### src/rtl/digit_serial_addsub_pkg.sv
`default_nettype none
// +--------------------------------------------------------------------+
// | digit_serial_pkg                                                   |
// | FSM state encoding and sizing helpers for digit_serial_addsub.     |
// | Revision: 1.0                                                      |
// +--------------------------------------------------------------------+
package digit_serial_pkg;

  typedef enum logic [1:0] {
    ST_IDLE = 2'd0,
    ST_RUN  = 2'd1,
    ST_DONE = 2'd2
  } state_t;

  function automatic int ndig(input int width, input int digit);
    return width / digit;
  endfunction

  // Digit counter only has to reach NDIG-1; keep at least one bit.
  function automatic int cnt_w(input int width, input int digit);
    int n;
    n = width / digit;
    return (n <= 1) ? 1 : $clog2(n);
  endfunction

endpackage
`default_nettype wire

### src/rtl/digit_serial_addsub_if.sv
`default_nettype none
// +--------------------------------------------------------------------+
// | digit_serial_addsub_if                                             |
// | Start/ready/done request bus with operands, result and flags.      |
// | Revision: 1.0                                                      |
// +--------------------------------------------------------------------+
interface digit_serial_addsub_if #(
  parameter int WIDTH = 16
);
  logic             start_i;
  logic             sub_i;
  logic [WIDTH-1:0] a_i;
  logic [WIDTH-1:0] b_i;
  logic             cin_i;
  logic             ready_o;
  logic             done_o;
  logic [WIDTH-1:0] sum_o;
  logic             cout_o;
  logic             ovf_o;
  logic             zero_o;

  modport master (
    output start_i, sub_i, a_i, b_i, cin_i,
    input  ready_o, done_o, sum_o, cout_o, ovf_o, zero_o
  );

  modport slave (
    input  start_i, sub_i, a_i, b_i, cin_i,
    output ready_o, done_o, sum_o, cout_o, ovf_o, zero_o
  );
endinterface
`default_nettype wire

### src/rtl/digit_serial_addsub_cpa_slice.sv
`default_nettype none
// +--------------------------------------------------------------------+
// | cpa_slice                                                          |
// | DIGIT-bit combinational ripple adder built from full-adder cells.  |
// | Revision: 1.0                                                      |
// +--------------------------------------------------------------------+
module cpa_slice #(
  parameter int DIGIT = 4
) (
  input  logic [DIGIT-1:0] a,
  input  logic [DIGIT-1:0] b,
  input  logic             cin,
  output logic [DIGIT-1:0] s,
  output logic             cout,
  output logic             c_msb_in
);

  logic [DIGIT:0] w_c;

  assign w_c[0] = cin;

  for (genvar i = 0; i < DIGIT; i++) begin : g_fa
    assign s[i]     = a[i] ^ b[i] ^ w_c[i];
    assign w_c[i+1] = (a[i] & b[i]) | (w_c[i] & (a[i] ^ b[i]));
  end

  assign cout     = w_c[DIGIT];
  assign c_msb_in = w_c[DIGIT-1];

endmodule
`default_nettype wire

### src/rtl/digit_serial_addsub.sv
`default_nettype none
// +--------------------------------------------------------------------+
// | digit_serial_addsub                                                |
// | Multi-cycle add/sub, DIGIT bits per clock with registered carry.   |
// | Revision: 1.0                                                      |
// +--------------------------------------------------------------------+
module digit_serial_addsub
  import digit_serial_pkg::*;
#(
  parameter int WIDTH = 16,
  parameter int DIGIT = 4
) (
  input  logic                 clk,
  input  logic                 rst_n,
  digit_serial_addsub_if.slave bus
);

  localparam int NDIG = ndig(WIDTH, DIGIT);
  localparam int CW   = cnt_w(WIDTH, DIGIT);

  if ((WIDTH < 2) || (DIGIT < 1) || (DIGIT > WIDTH) || ((WIDTH % DIGIT) != 0)) begin : g_bad_param
    $error("digit_serial_addsub: DIGIT must be in 1..WIDTH and divide WIDTH (WIDTH>=2)");
  end

  state_t           r_state;
  state_t           w_next;
  logic [WIDTH-1:0] r_a;
  logic [WIDTH-1:0] r_b;
  logic [WIDTH-1:0] r_acc;
  logic             r_carry;
  logic [CW-1:0]    r_cnt;
  logic [WIDTH-1:0] r_sum;
  logic             r_cout;
  logic             r_ovf;
  logic             r_zero;

  logic [DIGIT-1:0]       w_s;
  logic                   w_cout;
  logic                   w_cmsb;
  logic [WIDTH+DIGIT-1:0] w_cat;
  logic [WIDTH-1:0]       w_acc_next;
  logic                   w_last;
  logic                   w_accept;

  cpa_slice #(.DIGIT(DIGIT)) u_slice (
    .a        (r_a[DIGIT-1:0]),
    .b        (r_b[DIGIT-1:0]),
    .cin      (r_carry),
    .s        (w_s),
    .cout     (w_cout),
    .c_msb_in (w_cmsb)
  );

  // New digit enters at the top; after NDIG shifts the LSB digit lands at bit 0.
  assign w_cat      = {w_s, r_acc};
  assign w_acc_next = w_cat[WIDTH+DIGIT-1:DIGIT];
  assign w_last     = (r_cnt == CW'(NDIG - 1));
  assign w_accept   = (r_state == ST_IDLE) && bus.start_i;

  always_ff @(posedge clk or negedge rst_n) begin
    if (!rst_n) r_state <= ST_IDLE;
    else        r_state <= w_next;
  end

  always_comb begin
    w_next = r_state;
    case (r_state)
      ST_IDLE: if (bus.start_i) w_next = ST_RUN;
      ST_RUN:  if (w_last)      w_next = ST_DONE;
      ST_DONE:                  w_next = ST_IDLE;
      default:                  w_next = ST_IDLE;
    endcase
  end

  always_comb begin
    bus.ready_o = (r_state == ST_IDLE);
    bus.done_o  = (r_state == ST_DONE);
    bus.sum_o   = r_sum;
    bus.cout_o  = r_cout;
    bus.ovf_o   = r_ovf;
    bus.zero_o  = r_zero;
  end

  always_ff @(posedge clk or negedge rst_n) begin
    if (!rst_n) begin
      r_a     <= '0;
      r_b     <= '0;
      r_acc   <= '0;
      r_carry <= 1'b0;
      r_cnt   <= '0;
      r_sum   <= '0;
      r_cout  <= 1'b0;
      r_ovf   <= 1'b0;
      r_zero  <= 1'b0;
    end else if (w_accept) begin
      // Subtraction is A + ~B + ~borrow_in.
      r_a     <= bus.a_i;
      r_b     <= bus.sub_i ? ~bus.b_i : bus.b_i;
      r_carry <= bus.cin_i ^ bus.sub_i;
      r_cnt   <= '0;
    end else if (r_state == ST_RUN) begin
      r_acc   <= w_acc_next;
      r_a     <= r_a >> DIGIT;
      r_b     <= r_b >> DIGIT;
      r_carry <= w_cout;
      r_cnt   <= r_cnt + CW'(1);
      if (w_last) begin
        r_sum  <= w_acc_next;
        r_cout <= w_cout;
        r_ovf  <= w_cmsb ^ w_cout;
        r_zero <= (w_acc_next == '0);
      end
    end
  end

endmodule
`default_nettype wire

### src/flat_wrapper.sv
// flat-port wrapper written by rule: the top's interface ports become plain ports
module digit_serial_addsub_flat import digit_serial_pkg::*;
#(
  parameter int WIDTH = 16,
  parameter int DIGIT = 4
)
  (clk, rst_n, bus_start_i, bus_sub_i, bus_a_i, bus_b_i, bus_cin_i, bus_ready_o, bus_done_o, bus_sum_o, bus_cout_o, bus_ovf_o, bus_zero_o);
  digit_serial_addsub_if #(.WIDTH(WIDTH)) bus_i ();
  input  logic clk;
  input  logic rst_n;
  input wire logic [$bits(bus_i.start_i)-1:0] bus_start_i;
  input wire logic [$bits(bus_i.sub_i)-1:0] bus_sub_i;
  input wire logic [$bits(bus_i.a_i)-1:0] bus_a_i;
  input wire logic [$bits(bus_i.b_i)-1:0] bus_b_i;
  input wire logic [$bits(bus_i.cin_i)-1:0] bus_cin_i;
  output wire logic [$bits(bus_i.ready_o)-1:0] bus_ready_o;
  output wire logic [$bits(bus_i.done_o)-1:0] bus_done_o;
  output wire logic [$bits(bus_i.sum_o)-1:0] bus_sum_o;
  output wire logic [$bits(bus_i.cout_o)-1:0] bus_cout_o;
  output wire logic [$bits(bus_i.ovf_o)-1:0] bus_ovf_o;
  output wire logic [$bits(bus_i.zero_o)-1:0] bus_zero_o;
  assign bus_i.start_i = bus_start_i;
  assign bus_i.sub_i = bus_sub_i;
  assign bus_i.a_i = bus_a_i;
  assign bus_i.b_i = bus_b_i;
  assign bus_i.cin_i = bus_cin_i;
  assign bus_ready_o = bus_i.ready_o;
  assign bus_done_o = bus_i.done_o;
  assign bus_sum_o = bus_i.sum_o;
  assign bus_cout_o = bus_i.cout_o;
  assign bus_ovf_o = bus_i.ovf_o;
  assign bus_zero_o = bus_i.zero_o;
  digit_serial_addsub #(.WIDTH(WIDTH), .DIGIT(DIGIT)) u_core (.clk(clk), .rst_n(rst_n), .bus(bus_i));
endmodule
### config.mk
export PLATFORM = sky130hd
export DESIGN_NAME = digit_serial_addsub_flat
export DESIGN_NICKNAME = d
export VERILOG_FILES = /design/src/rtl/digit_serial_addsub_pkg.sv /design/src/rtl/digit_serial_addsub_if.sv /design/src/rtl/digit_serial_addsub_cpa_slice.sv /design/src/rtl/digit_serial_addsub.sv /design/src/flat_wrapper.sv
export SDC_FILE = /design/constraint.sdc
export NUM_CORES = 1
export LEC_CHECK = 0
export CORE_ASPECT_RATIO = 1.5
export CORE_MARGIN = 5
export CORE_UTILIZATION = 54
export CTS_BUF_LIST = sky130_fd_sc_hd__clkbuf_4 sky130_fd_sc_hd__clkbuf_8
export DETAILED_ROUTE_END_ITERATION = 8
export PLACE_DENSITY = 0.88
export RECOVER_POWER = 25
export SETUP_SLACK_MARGIN = 0.5
export SYNTH_ARGS = -nofsm -noshare
export SYNTH_HDL_FRONTEND = slang
export SYNTH_SLANG_ARGS = --single-unit
export TNS_END_PERCENT = 5
### constraint.sdc
create_clock -name clk -period 3.32 [get_ports clk]
set_input_delay 0.83 -clock clk [delete_from_list [all_inputs] [get_ports clk]]
set_output_delay 0.83 -clock clk [all_outputs]
set_load 0.05 [all_outputs]
==> impl_metrics.yaml, run 1 <==
route:
  drcViolationCount: 0
  wl_per_cell_um: 14.62
  drt_iter0_drc: 143
  dr.pass1.iters: 5
  dr_total_vias: 2256
  viasPerCell: 5.308
  wl_mm: 6.214
  ant_nets: 0
floorplanning:
  die-area_um2: 7401
  io_pins: 58
  die_w_um: 71.93
  die_h_um: 102.9
  initial_core_util_pct: 56.15
  rows: 33
  coreArea_um2: 5533
power:
  switchingPower_mw: 1.654
  power_frac_seq_pct: 37.7
  pwr-share-clk_pct: 15.0
  pwr_density_cell_nw_per_um2: 1005
  vdd_drop_max_uv: 385.7
  internal_power_mw: 2.213
  comb_power_share_pct: 47.2
  leakage_nw: 1.793
  sw_frac_of_total_pct: 42.78
logic_synthesis:
  synth_top_family_by_area: "simple AND/OR/NAND/NOR gates"
  synth-xor-area-share_pct: 5.075
  seq_area_frac_synth_pct: 54.77
  synth-seq-cells: 68
  async_flop_share_pct: 100.0
  synth_edf_count: 0
  avgSynthCellArea_um2: 10.50
  synth_cells: 296
  ys_warn_count: 0
  ys.flop_type: "dfrtp_1"
  synth_cell_type_count: 32
  mappedNetlistArea_um2: 3107
  synth-simple-area-share_pct: 17.40
  synthAdderAreaFrac_pct: 2.980
  synth_nets: 338
  synth_compound_area_share_pct: 8.780
  synth_mux_area_share_pct: 5.437
global_route:
  grt_overflow_total: 0
  antenna_found_initial: 0
  gr-usage-met3_pct: 3.415
  grt_max_degree: 48
  grt_pass1_vias: 2219
  gr-usage-all-layers_pct: 18.16
  busiest_layer: "met2"
  grtUsageMet1_pct: 21.47
  met2_usage_pct: 31.23
  grt_first_pass_wirelength_mm: 10.24
status:
  outcome: "complete, no violations"
sta:
  setup_ws_ns: 0.6521
  setup_viol: 0
  setup_tns_ns: 0
  finalCritPeriodShare_pct: 80.36
  timing.fmax_mhz: 374.8
  hold_ws_ns: 0.4806
  skew_ns: 0.006597
  worstMarginPinSlew_ns: 1.020
  maxSlewHeadroom_pct: 31.80
  rsz0062_at_grt: "no"
  hold_viol: 0
  slew_violations: 0
  layout_min_cycle_time_ns: 2.668
cells_and_area:
  drive_above_1_share_pct: 13.80
  fillers: 423
  nNetsFinal: 395
  stdcell_area_um2: 3846
  syn_to_final_growth_pct: 23.80
  num_antenna_cells: 0
  mostFrequentLayoutCells: "91 x nand2_1, 68 x dfrtp_1, 56 x clkdlybuf4s50_1"
  final_common_cell: "nand2_1"
worst_setup_path:
  critPathMaxStageDelay_ns: 0.79
  reg2reg_depth: 10
  critPathKind: "reg -> out"
  crit_slowest_cell: "clkdlybuf4s50_1"
  critPathRequiredTime_ns: 2.49
  cp-start-kind: "flop"
  critPathCaptureType: "primary output"
  crit_arrival_ns: 1.84
  cp_max_fo: 8
  crit_chain: "and2b_1, clkdlybuf4s50_1"
clock_tree:
  holdBufCountCts: 0
  ctsHtreeMaxLevel: 3
  cts_max_path_buffers: 2
  cts_tree: "yes"
  clock_sinks: 68
  clk_pin_slew_ns: 0.07
  ctsRootBufferMaster: "clkbuf_8"
  insertion_delay_ns: 0.35
  cts_buffers: 9
place:
  dp_hpwl_mm: 4.534
  pre_cts_slack_ns: 0.6311
  place.gp.congestion: 0.8195
  io_buffers: 57
  post_dp_cell_area_um2: 3680
min_path:
  min_path_type: "reg -> reg"
  hold_depth: 2
flow_run:
  cap_violations: 0
power groups by stage:
stage	clock, mW	sequential, mW	combinational [mW]
after floorplan	0	1.74	1.05
final	0.582	1.46	1.83
after detailed placement	0	1.47	1.84
after global placement	0	1.45	1.77
after global routing	0.619	1.51	2.01
after CTS	0.590	1.46	1.84
logic make-up after synthesis:
family | Yosys count
and+or+nand+nor | 124
DFF | 68
AOI/OAI and AO/OA | 39
buffers and inverters | 27
xor gates and xnor gates | 18
muxes | 15
adders and majority gates | 5
path summary, 6_finish.rpt:
check,slack [ns],endpoint,from
hold / removal,0.48,u_core.r_a[0],u_core.r_a[0]
setup / recovery,0.65,bus_done_o,u_core.r_state[0]
hold reg to reg,0.48,u_core.r_a[0],u_core.r_a[0]
setup reg to reg,0.67,u_core.bus.zero_o,u_core.r_carry
min in group asynchronous,0.66,u_core.r_cnt[1],rst_n
max in group asynchronous,1.86,u_core.r_a[5],rst_n
worst max-delay path, delay by kind of cell (launching register included):
family	cells	cell delay, ns
AND/OR/NAND/NOR	1	0.23
flip-flops	1	0.47
buffers and inverters	1	0.79
metrics by stage:
| stage | std cells | power (mW) | utilization, % |
|---|---|---|---|
| 2_1_floorplan | 296 | 2.790 | - |
| 3_3_place_gp | 412 | 3.218 | 66.51 |
| 3_5_place_dp | 412 | 3.308 | 66.51 |
| 4_1_cts | 425 | 3.883 | 69.47 |
| 5_1_grt | 425 | 4.139 | 69.52 |
| 6_report | 425 | 3.867 | 69.52 |
layout make-up:
class | count | area, um^2 | area share, %
clock inverter | 2 | 12.51 | 0.3253
multi-input combinational | 201 | 1237 | 32.17
timing repair buffer | 65 | 625.6 | 16.27
inverter | 8 | 30.03 | 0.7807
sequential | 68 | 1702 | 44.24
tap | 70 | 87.58 | 2.277
clock buffer | 11 | 151.4 | 3.936
registers in the layout (all words and copies together) (netlist names):
register / flops
u_core.r_acc: 12
u_core.bus.cout_o: 1
u_core.bus.ovf_o: 1
u_core.bus.sum_o: 16
u_core.r_state: 2
u_core.r_cnt: 2
u_core.r_carry: 1
u_core.r_b: 16
u_core.bus.zero_o: 1
u_core.r_a: 16
repair_timing:
item                                    4_1_cts  5_1_grt
endpoints found under the setup margin        0        1
buffers inserted                              0        0
gates resized for setup                       0        1
synthesized netlist by cell type, types with 3 or more instances:
| cell | n | area (um^2) |
|---|---|---|
| nand2_1 | 91 | 341.6 |
| dfrtp_1 | 68 | 1702 |
| mux2_2 | 15 | 168.9 |
| a22oi_1 | 12 | 90.09 |
| nor2_1 | 12 | 45.04 |
| xor2_1 | 11 | 96.34 |
| o21ai_0 | 10 | 50.05 |
| a31oi_1 | 9 | 56.30 |
| buf_2 | 9 | 45.04 |
| inv_1 | 8 | 30.03 |
| xnor2_1 | 7 | 61.31 |
| nand3_1 | 6 | 30.03 |
| buf_6 | 4 | 45.04 |
| fa_1 | 4 | 80.08 |
| o21ai_2 | 4 | 35.03 |
| a221o_1 | 3 | 30.03 |
| nand3_2 | 3 | 30.03 |
| nor4_1 | 3 | 18.77 |
routing by layer:
metal | vias up | share of wire [%]
met5 | - | 0
met4 | 0 | 2.7
met3 | 17 | 4.4
met2 | 63 | 54
met1 | 1089 | 39
li1 | 1087 | -
Note: power is estimated with default switching activity, not from simulation.
==> run 2, diff against run 1 <==
CORE_UTILIZATION = 49   (was 54)
PLACE_DENSITY = 0.85   (was 0.88)
clock period = 2.4 ns   (was 3.32 ns; I/O delays follow)
==> impl_metrics.yaml, run 2 (same netlist as run 1, synthesis figures left out) <==
floorplanning:
  die-area_um2: 8066
  io_pins: 58
  die_h_um: 107.5
  die_w_um: 75.02
  coreArea_um2: 6175
  rows: 35
  initial_core_util_pct: 50.31
clock_tree:
  clk_pin_slew_ns: 0.07
  cts_tree: "yes"
  insertion_delay_ns: 0.35
  cts_buffers: 9
  clock_sinks: 68
  ctsRootBufferMaster: "clkbuf_8"
  ctsHtreeMaxLevel: 3
  cts_max_path_buffers: 2
place:
  place.gp.congestion: 0.7913
  post_dp_cell_area_um2: 3737
  io_buffers: 57
  dp_hpwl_mm: 4.727
  dp_cells: 419
worst_setup_path:
  cp_max_fo: 3
  cp-start-kind: "flop"
  regToRegSetupSlack_ns: 0.06
  crit_arrival_ns: 2.55
  critPathKind: "reg -> reg"
  critPathRequiredTime_ns: 2.61
  startpoint: "u_core.r_a[0]"
  r2r_start: "u_core.r_a[0]"
  critPathCaptureType: "flop"
sta:
  finalCritPeriodShare_pct: 97.48
  hold_viol: 0
  setup_tns_ns: 0
  timing.fmax_mhz: 427.4
  worstMarginPinSlew_ns: 1.209
  skew_ns: 0.008148
  layout_min_cycle_time_ns: 2.340
  maxSlewHeadroom_pct: 19.37
  slew_violations: 0
  setup_viol: 0
  rsz0062_at_grt: "yes"
route:
  routed.top_layer: "met4"
  dr.pass1.iters: 4
  m1WireLength_mm: 2.613
  route.met2.wl_mm: 3.589
  wl_per_cell_um: 15.52
  wl_mm: 6.751
  drcViolationCount: 0
  dr_total_vias: 2298
  drt_iter0_drc: 164
  dr_wl_met3_um: 385
  viasPerCell: 5.283
  ant_nets: 0
cells_and_area:
  nNetsFinal: 398
  syn_to_final_growth_pct: 29.32
  num_antenna_cells: 0
  final_common_cell: "nand2_1"
  finish.cell_count_without_fillers: 435
  fin_util_pct: 65.07
  stdcell_area_um2: 4018
  drive_above_1_share_pct: 18.28
  mostFrequentLayoutCells: "91 x nand2_1, 67 x dfrtp_1, 35 x clkdlybuf4s50_1"
power:
  sw_frac_of_total_pct: 41.46
  comb_power_share_pct: 46.8
  leakage_nw: 2.086
  finalPower_mw: 5.775
  pwr-share-clk_pct: 18.4
  power_frac_seq_pct: 34.8
  pwr_density_cell_nw_per_um2: 1437
  switchingPower_mw: 2.394
  vdd_drop_max_uv: 598.0
  internal_power_mw: 3.381
global_route:
  grt_overflow_total: 0
  grt_pass1_vias: 2331
  gr-usage-all-layers_pct: 18.33
  antenna_found_initial: 0
  grt_max_degree: 47
  grt_first_pass_wirelength_mm: 11.05
status:
  outcome: "complete, no violations"
min_path:
  min_path_type: "reg -> reg"
  hp-start: "u_core.r_a[3]"
flow_run:
  cap_violations: 0
-- run 2: critical path, stage by stage (launching register included) --
cell	delay (ns)
dfrtp_1	0.39
inv_2	0.07
fa_2	0.19
inv_2	0.04
fa_2	0.34
fa_2	0.37
inv_2	0.06
fa_1	0.44
nor4bb_4	0.17
nand4_1	0.07
o21ai_1	0.06
-- run 2: metrics by stage --
step	worst slack, ns	hold WS, ns
global placement	0.1712	0.4589
global route	-0.05189	0.5105
CTS	0.06170	0.2462
finish	0.06046	0.4809
floorplan	0.2323	0.3044
detailed placement	0.07048	0.4692
-- run 2: path summary, 6_finish.rpt --
path / cells after the start / end
setup / recovery: 10 / u_core.bus.zero_o
hold / removal: 2 / u_core.r_a[3]
setup reg to reg: 10 / u_core.bus.zero_o
hold reg to reg: 2 / u_core.r_a[3]
max in group asynchronous: 2 / u_core.r_state[1]
min in group asynchronous: 1 / u_core.bus.sum_o[14]
-- run 2: layout make-up --
class,instances,area (um^2)
fill,458,2157
clock inverter,4,72.57
clock buffer,12,152.6
inverter,8,30.03
timing repair buffer,68,709.4
multi-input combinational,201,1257
sequential,68,1703
tap,74,92.59
-- run 2: power by group through the flow --
stage                     Clock, mW  Combinational (mW)  Sequential (mW)
after global routing           1.12                2.95             2.07
after CTS                      1.07                2.67             2.00
final                          1.06                2.70             2.01
after detailed placement          0                2.66             2.02
after floorplan                   0                1.47             2.42
after global placement            0                2.56             1.99
-- run 2: timing repair --
action                     CTS  global route
hold buffers                 0             0
setup endpoints to repair   27            29
resized for setup            1            28
buffers inserted             0             0
-- run 2: metal layers --
metal,vias up,track usage [%]
li1,1100,-
met1,1110,22.02
met2,75,29.74
met3,13,4.019
met4,0,10.05
met5,-,0
==> RTL change 1 (settings of run 1) <==
`WIDTH` is set to 16 in 3 places; all go to 20.
--- a/src/rtl/digit_serial_addsub_if.sv
+++ b/src/rtl/digit_serial_addsub_if.sv
@@ -6,5 +6,5 @@
 // +--------------------------------------------------------------------+
 interface digit_serial_addsub_if #(
-  parameter int WIDTH = 16
+  parameter int WIDTH = 20
 );
   logic             start_i;
--- a/src/rtl/digit_serial_addsub.sv
+++ b/src/rtl/digit_serial_addsub.sv
@@ -8,5 +8,5 @@
   import digit_serial_pkg::*;
 #(
-  parameter int WIDTH = 16,
+  parameter int WIDTH = 20,
   parameter int DIGIT = 4
 ) (
--- a/src/flat_wrapper.sv
+++ b/src/flat_wrapper.sv
@@ -2,5 +2,5 @@
 module digit_serial_addsub_flat import digit_serial_pkg::*;
 #(
-  parameter int WIDTH = 16,
+  parameter int WIDTH = 20,
   parameter int DIGIT = 4
 )
Interface: changed (resized bus_a_i, bus_b_i and bus_sum_o); port bits go from 58 to 70. The function was not compared with the original's and may differ.
==> RTL change 1 against run 1 <==
The flow now finishes with violations (capacitance limit, slew limit). Total power up 19%. Sequential cell count up 17. Via count up 23%. Setup slack better by 0.018 ns. Combinational power increased by 11%. Synthesized area increased by 22%. Sequential share of layout area rose by 1.3 points. Cell area rose by 21%. Wire length grew 31%. Critical path type unchanged. Highest routed layer unchanged.
==> RTL change 1: results (changes against run 1) <==
[final_layout]
n_fill_cell = 528  ; +25%
buffers = 74  ; +14%
final_nets = 469  ; +19%
clk_share_pct = 4.340  ; +0.078 points
multi_input_area_share_pct = 31.69  ; -0.48 points
inverters = 10  ; +2
layout.cells.non_filler = 501  ; +18%
nMultiInputCombCells = 238  ; +18%
buf_share_pct = 15.54  ; -0.73 points
clockBufferCount = 10  ; -1
regArea_um2 = 2127  ; +25%
drive_above_1_share_pct = 12.29  ; -1.5 points

[worst_setup_path]
cp_max_fo = 9  ; +1
critPathMaxStageDelay_ns = 0.81  ; +0.02 ns
arrival_ns = 1.82  ; -0.02 ns

[outcome]
violations = capacitance limit, slew limit
status = complete, but fails checks

[detailed_routing]
wirelength_mm = 8.129  ; +31%
avgViaCountPerCell = 5.541  ; +4.4%
drt_iter0_drc = 265  ; +85%
firstDrtPassIters = 4  ; -1

[yosys]
synth-seq-area-share_pct = 56.33  ; +1.6 points
synth_nets = 409  ; +21%
synth_area_leaders = dfrtp_1 (56%), nand2_1 (10%), mux2_2 (5.7%)
ys_ff_latch = 85  ; +25%
synth_cell_type_count = 31  ; -3.1%
synth_commonest_cells = nand2_1 (103), dfrtp_1 (85), mux2_2 (19), nor2_1 (19)
avgSynthCellArea_um2 = 10.55  ; +0.50%

[global_route]
grt_max_degree = 86  ; +79%
track_usage_pct = 19.91  ; +1.7 points
grt_pass1_wl_mm = 13.66  ; +33%
grt_pass1_vias = 2904  ; +31%

[place]
gp_congestion = 0.7917  ; -3.4%
portBuffers = 69  ; +21%
place_inst = 485  ; +18%
hpwl_mm = 5.690  ; +25%

[power]
intPower_w = 0.002633  ; +19%
leakage_nw = 2.199  ; +23%
ir_drop_mv = 0.6243  ; +62%

[sta]
relSlewSlack_pct = -33.42  ; -65 points
final.setup_skew_ns = 0.01453  ; +0.007934 ns
slew_violations = 86  ; +86

[clocking]
root_buffer = clkbuf_8
clk_pin_slew_worst_paths_ns = 0.09  ; +0.02 ns

[run]
maxCapViolations = 1  ; +1

RTL change 1: cell types whose count changed after synthesis, moves of 5 or more:
cell	change
buf_2	+6
nor2_1	+7
o21ai_1	+5
a221o_2	+8
dfrtp_1	+17
a31oi_1	-5
xnor2_1	+9
nand2_1	+12
RTL change 1: worst register-to-register path: stages (launching register included):
cell and delay, ns:
dfrtp_1 0.42, inv_1 0.09, fa_1 0.16, inv_1 0.05, fa_1 0.44, fa_1 0.46, inv_1 0.10, fa_1 0.47
nand4_1 0.13, o31ai_1 0.07
RTL change 1: metrics by stage:
| step | instance area, um^2 | utilization, % | power, W | hold WS (ns) | worst slack, ns |
|---|---|---|---|---|---|
| 4_1_cts | 4671 | 68.17 | 0.004614 | 0.4872 | 0.5684 |
| 3_5_place_dp | 4468 | 65.21 | 0.003869 | 0.4655 | 0.5752 |
| 3_3_place_gp | 4468 | 65.21 | 0.003763 | 0.4593 | 0.6733 |
| 2_1_floorplan | 3776 | - | 0.003228 | 0.4459 | 1.038 |
| 6_report | 4671 | 68.17 | 0.004589 | 0.4835 | 0.6702 |
| 5_1_grt | 4671 | 68.17 | 0.004896 | 0.5168 | 0.6026 |
RTL change 1: repair_timing:
| item | CTS | global route |
|---|---|---|
| setup buffers | 0 | 0 |
| resized for setup | 0 | 1 |
| hold buffers | 0 | 0 |
| setup endpoints to repair | 0 | 1 |
RTL change 1: cell families after synthesis:
family,after synthesis,share of synthesized area [%]
AND/OR/NAND/NOR,143,15.64
buffers and inverters,35,4.771
flip-flops,85,56.33
AO/OA/AOI/OAI,47,9.476
multiplexers,19,5.666
adder cells (fa/ha/maj),6,2.783
XOR/XNOR,23,5.335
RTL change 1: final timing paths:
check / from / end / slack (ns) / cells past startpoint
min in group asynchronous: rst_n / u_core.bus.sum_o[15] / 1.02 / 1
max in group asynchronous: rst_n / u_core.r_b[2] / 1.10 / 1
setup / recovery: u_core.r_state[1] / bus_ready_o / 0.67 / 2
hold / removal: u_core.r_a[7] / u_core.r_a[7] / 0.48 / 2
setup reg to reg: u_core.r_b[0] / u_core.bus.zero_o / 0.82 / 9
hold reg to reg: u_core.r_a[7] / u_core.r_a[7] / 0.48 / 2
RTL change 1: power groups by stage:
stage	registers [W]	logic [W]	clock network (W)
2_1_floorplan	0.00212	0.00110	0
3_3_place_gp	0.00179	0.00197	0
3_5_place_dp	0.00182	0.00205	0
4_1_cts	0.00180	0.00206	0.000752
5_1_grt	0.00186	0.00223	0.000808
6_report	0.00180	0.00204	0.000742
RTL change 1: metal layers:
layer	global-route usage (%)	share of wire, %
met1	23.80	39
met2	34.61	54
met3	3.130	4.3
met4	9.802	2.9
met5	0	0
==> RTL change 2 (config.mk and constraints of run 1) <==
Without the edit above. Encoding of `state_t`: now one-hot (3 bits for 3 states).
--- a/src/rtl/digit_serial_addsub_pkg.sv
+++ b/src/rtl/digit_serial_addsub_pkg.sv
@@ -7,8 +7,8 @@
 package digit_serial_pkg;
 
-  typedef enum logic [1:0] {
-    ST_IDLE = 2'd0,
-    ST_RUN  = 2'd1,
-    ST_DONE = 2'd2
+  typedef enum logic [2:0] {
+    ST_IDLE = 3'b001,
+    ST_RUN  = 3'b010,
+    ST_DONE = 3'b100
   } state_t;
 
Check against the original RTL: same outputs for any inputs over 10 cycles, from zero or initial values and one cycle with rst_n low; not proved beyond that.
==> RTL change 2 against run 1 <==
Clock power fell by 1%. Sequential cell count rose by 1. First-iteration DRC count fell by 6.3%. Cell area fell by 0.62%. Clock skew fell by 0.0019 ns. Final cell count fell by 2.8%. Worst hold slack improved by 0.013 ns. Setup slack got worse by 0.095 ns. Total power fell by 12%. Synthesized area fell by 1.2%. Wire length rose by 2.7%.
==> RTL change 2: results (changes against run 1) <==
[detailed_routing]
met2WireLength_mm = 3.427  ; +2.4%
wirelength_met1_mm = 2.405  ; -0.87%
avgViaCountPerCell = 5.477  ; +3.2%
routed-wl-met3_um = 372  ; +37%
wirelength_mm = 6.382  ; +2.7%
drt_iter0_drc = 134  ; -6.3%
firstDrtPassIters = 4  ; -1

[yosys]
synth_area_leaders = dfrtp_1 (55%), nand2_1 (8.0%), mux2_2 (5.1%)
synthArstFlopShare_pct = 100.0  ; unchanged
avgSynthCellArea_um2 = 10.76  ; +2.6%
synth-seq-area-share_pct = 56.32  ; +1.5 points
synth_nets = 327  ; -3.3%
synth_warnings = 0  ; unchanged
synth_commonest_cells = dfrtp_1 (68), nand2_1 (65), nor2_1 (20)

[min_path]
hp-start = u_core.bus.sum_o[12]
min_to = u_core.bus.sum_o[12]
hp-class = flip-flop to flip-flop

[final_layout]
layout.cells.non_filler = 413  ; -2.8%
drive_above_1_share_pct = 11.37  ; -2.4 points
final_nets = 380  ; -3.8%

[worst_setup_path]
cp_max_fo = 3  ; -5
endpoint_kind = flip-flop
cp-startpoint = u_core.r_carry
arrival_ns = 3.00  ; +1.16 ns

[power]
leakage_nw = 1.765  ; -1.6%
ir_drop_mv = 0.4314  ; +12%

[global_route]
met1_usage_pct = 21.74  ; +0.27 points
track_usage_pct = 18.48  ; +0.31 points
grt_pass1_wl_mm = 10.34  ; +1.0%
grt.met2_usage_pct = 31.52  ; +0.28 points
grt_util_met3_pct = 3.937  ; +0.52 points
grt_pass1_vias = 2203  ; -0.72%
grt_max_degree = 43  ; -10%
antenna_found_initial = 0  ; unchanged

[place]
gp_congestion = 0.7709  ; -5.9%
place_inst = 397  ; -3.6%
placed_cell_area_um2 = 3656  ; -0.65%
dp_worst_setup_slack_ns = 0.5520  ; -0.07907 ns
hpwl_mm = 4.536  ; about the same

[sta]
worst_hold_slack_ns = 0.4937  ; +0.01312 ns
tightest_slew_ns = 1.199  ; +0.1790 ns
final.setup_skew_ns = 0.004683  ; -0.001915 ns
fin_ws_ns = 0.5567  ; -0.09535 ns

[clocking]
cts_resized = 1  ; +1
cts_buffer_depth = 2  ; unchanged

[outcome]
status = completed

## RTL change 2: layout make-up
cell class                      count  area, um^2
Tap cell                           70       87.58
Sequential cell                    69        1728
Fill cell                         405        1669
Clock buffer                        9       123.9
Inverter                            8       30.03
Clock inverter                      7       42.54
Multi-Input combinational cell    188        1214
Timing Repair Buffer               62       596.8
## RTL change 2: cells by family after synthesis
logic type	share of synthesized area, %
AOI/OAI and AO/OA	9.380
DFF	56.32
adders and majority gates	3.018
and+or+nand+nor	16.19
muxes	5.139
buffers and inverters	4.527
xor gates and xnor gates	5.424
## RTL change 2: worst max-delay path, stage by stage (launching register included)
cell and delay (ns):
dfrtp_1 0.36, inv_1 0.07, fa_1 0.41, inv_1 0.08
fa_1 0.21, fa_1 0.24, inv_1 0.08, fa_1 0.58
nor4bb_2 0.35, nand4_1 0.13, o21ai_1 0.15
## RTL change 2: where the power goes
part	switching [W]	internal (W)
Combinational	0.000817	0.000586
Sequential	0.000255	0.00119
Clock	0.000311	0.000265
Total	0.00138	0.00204
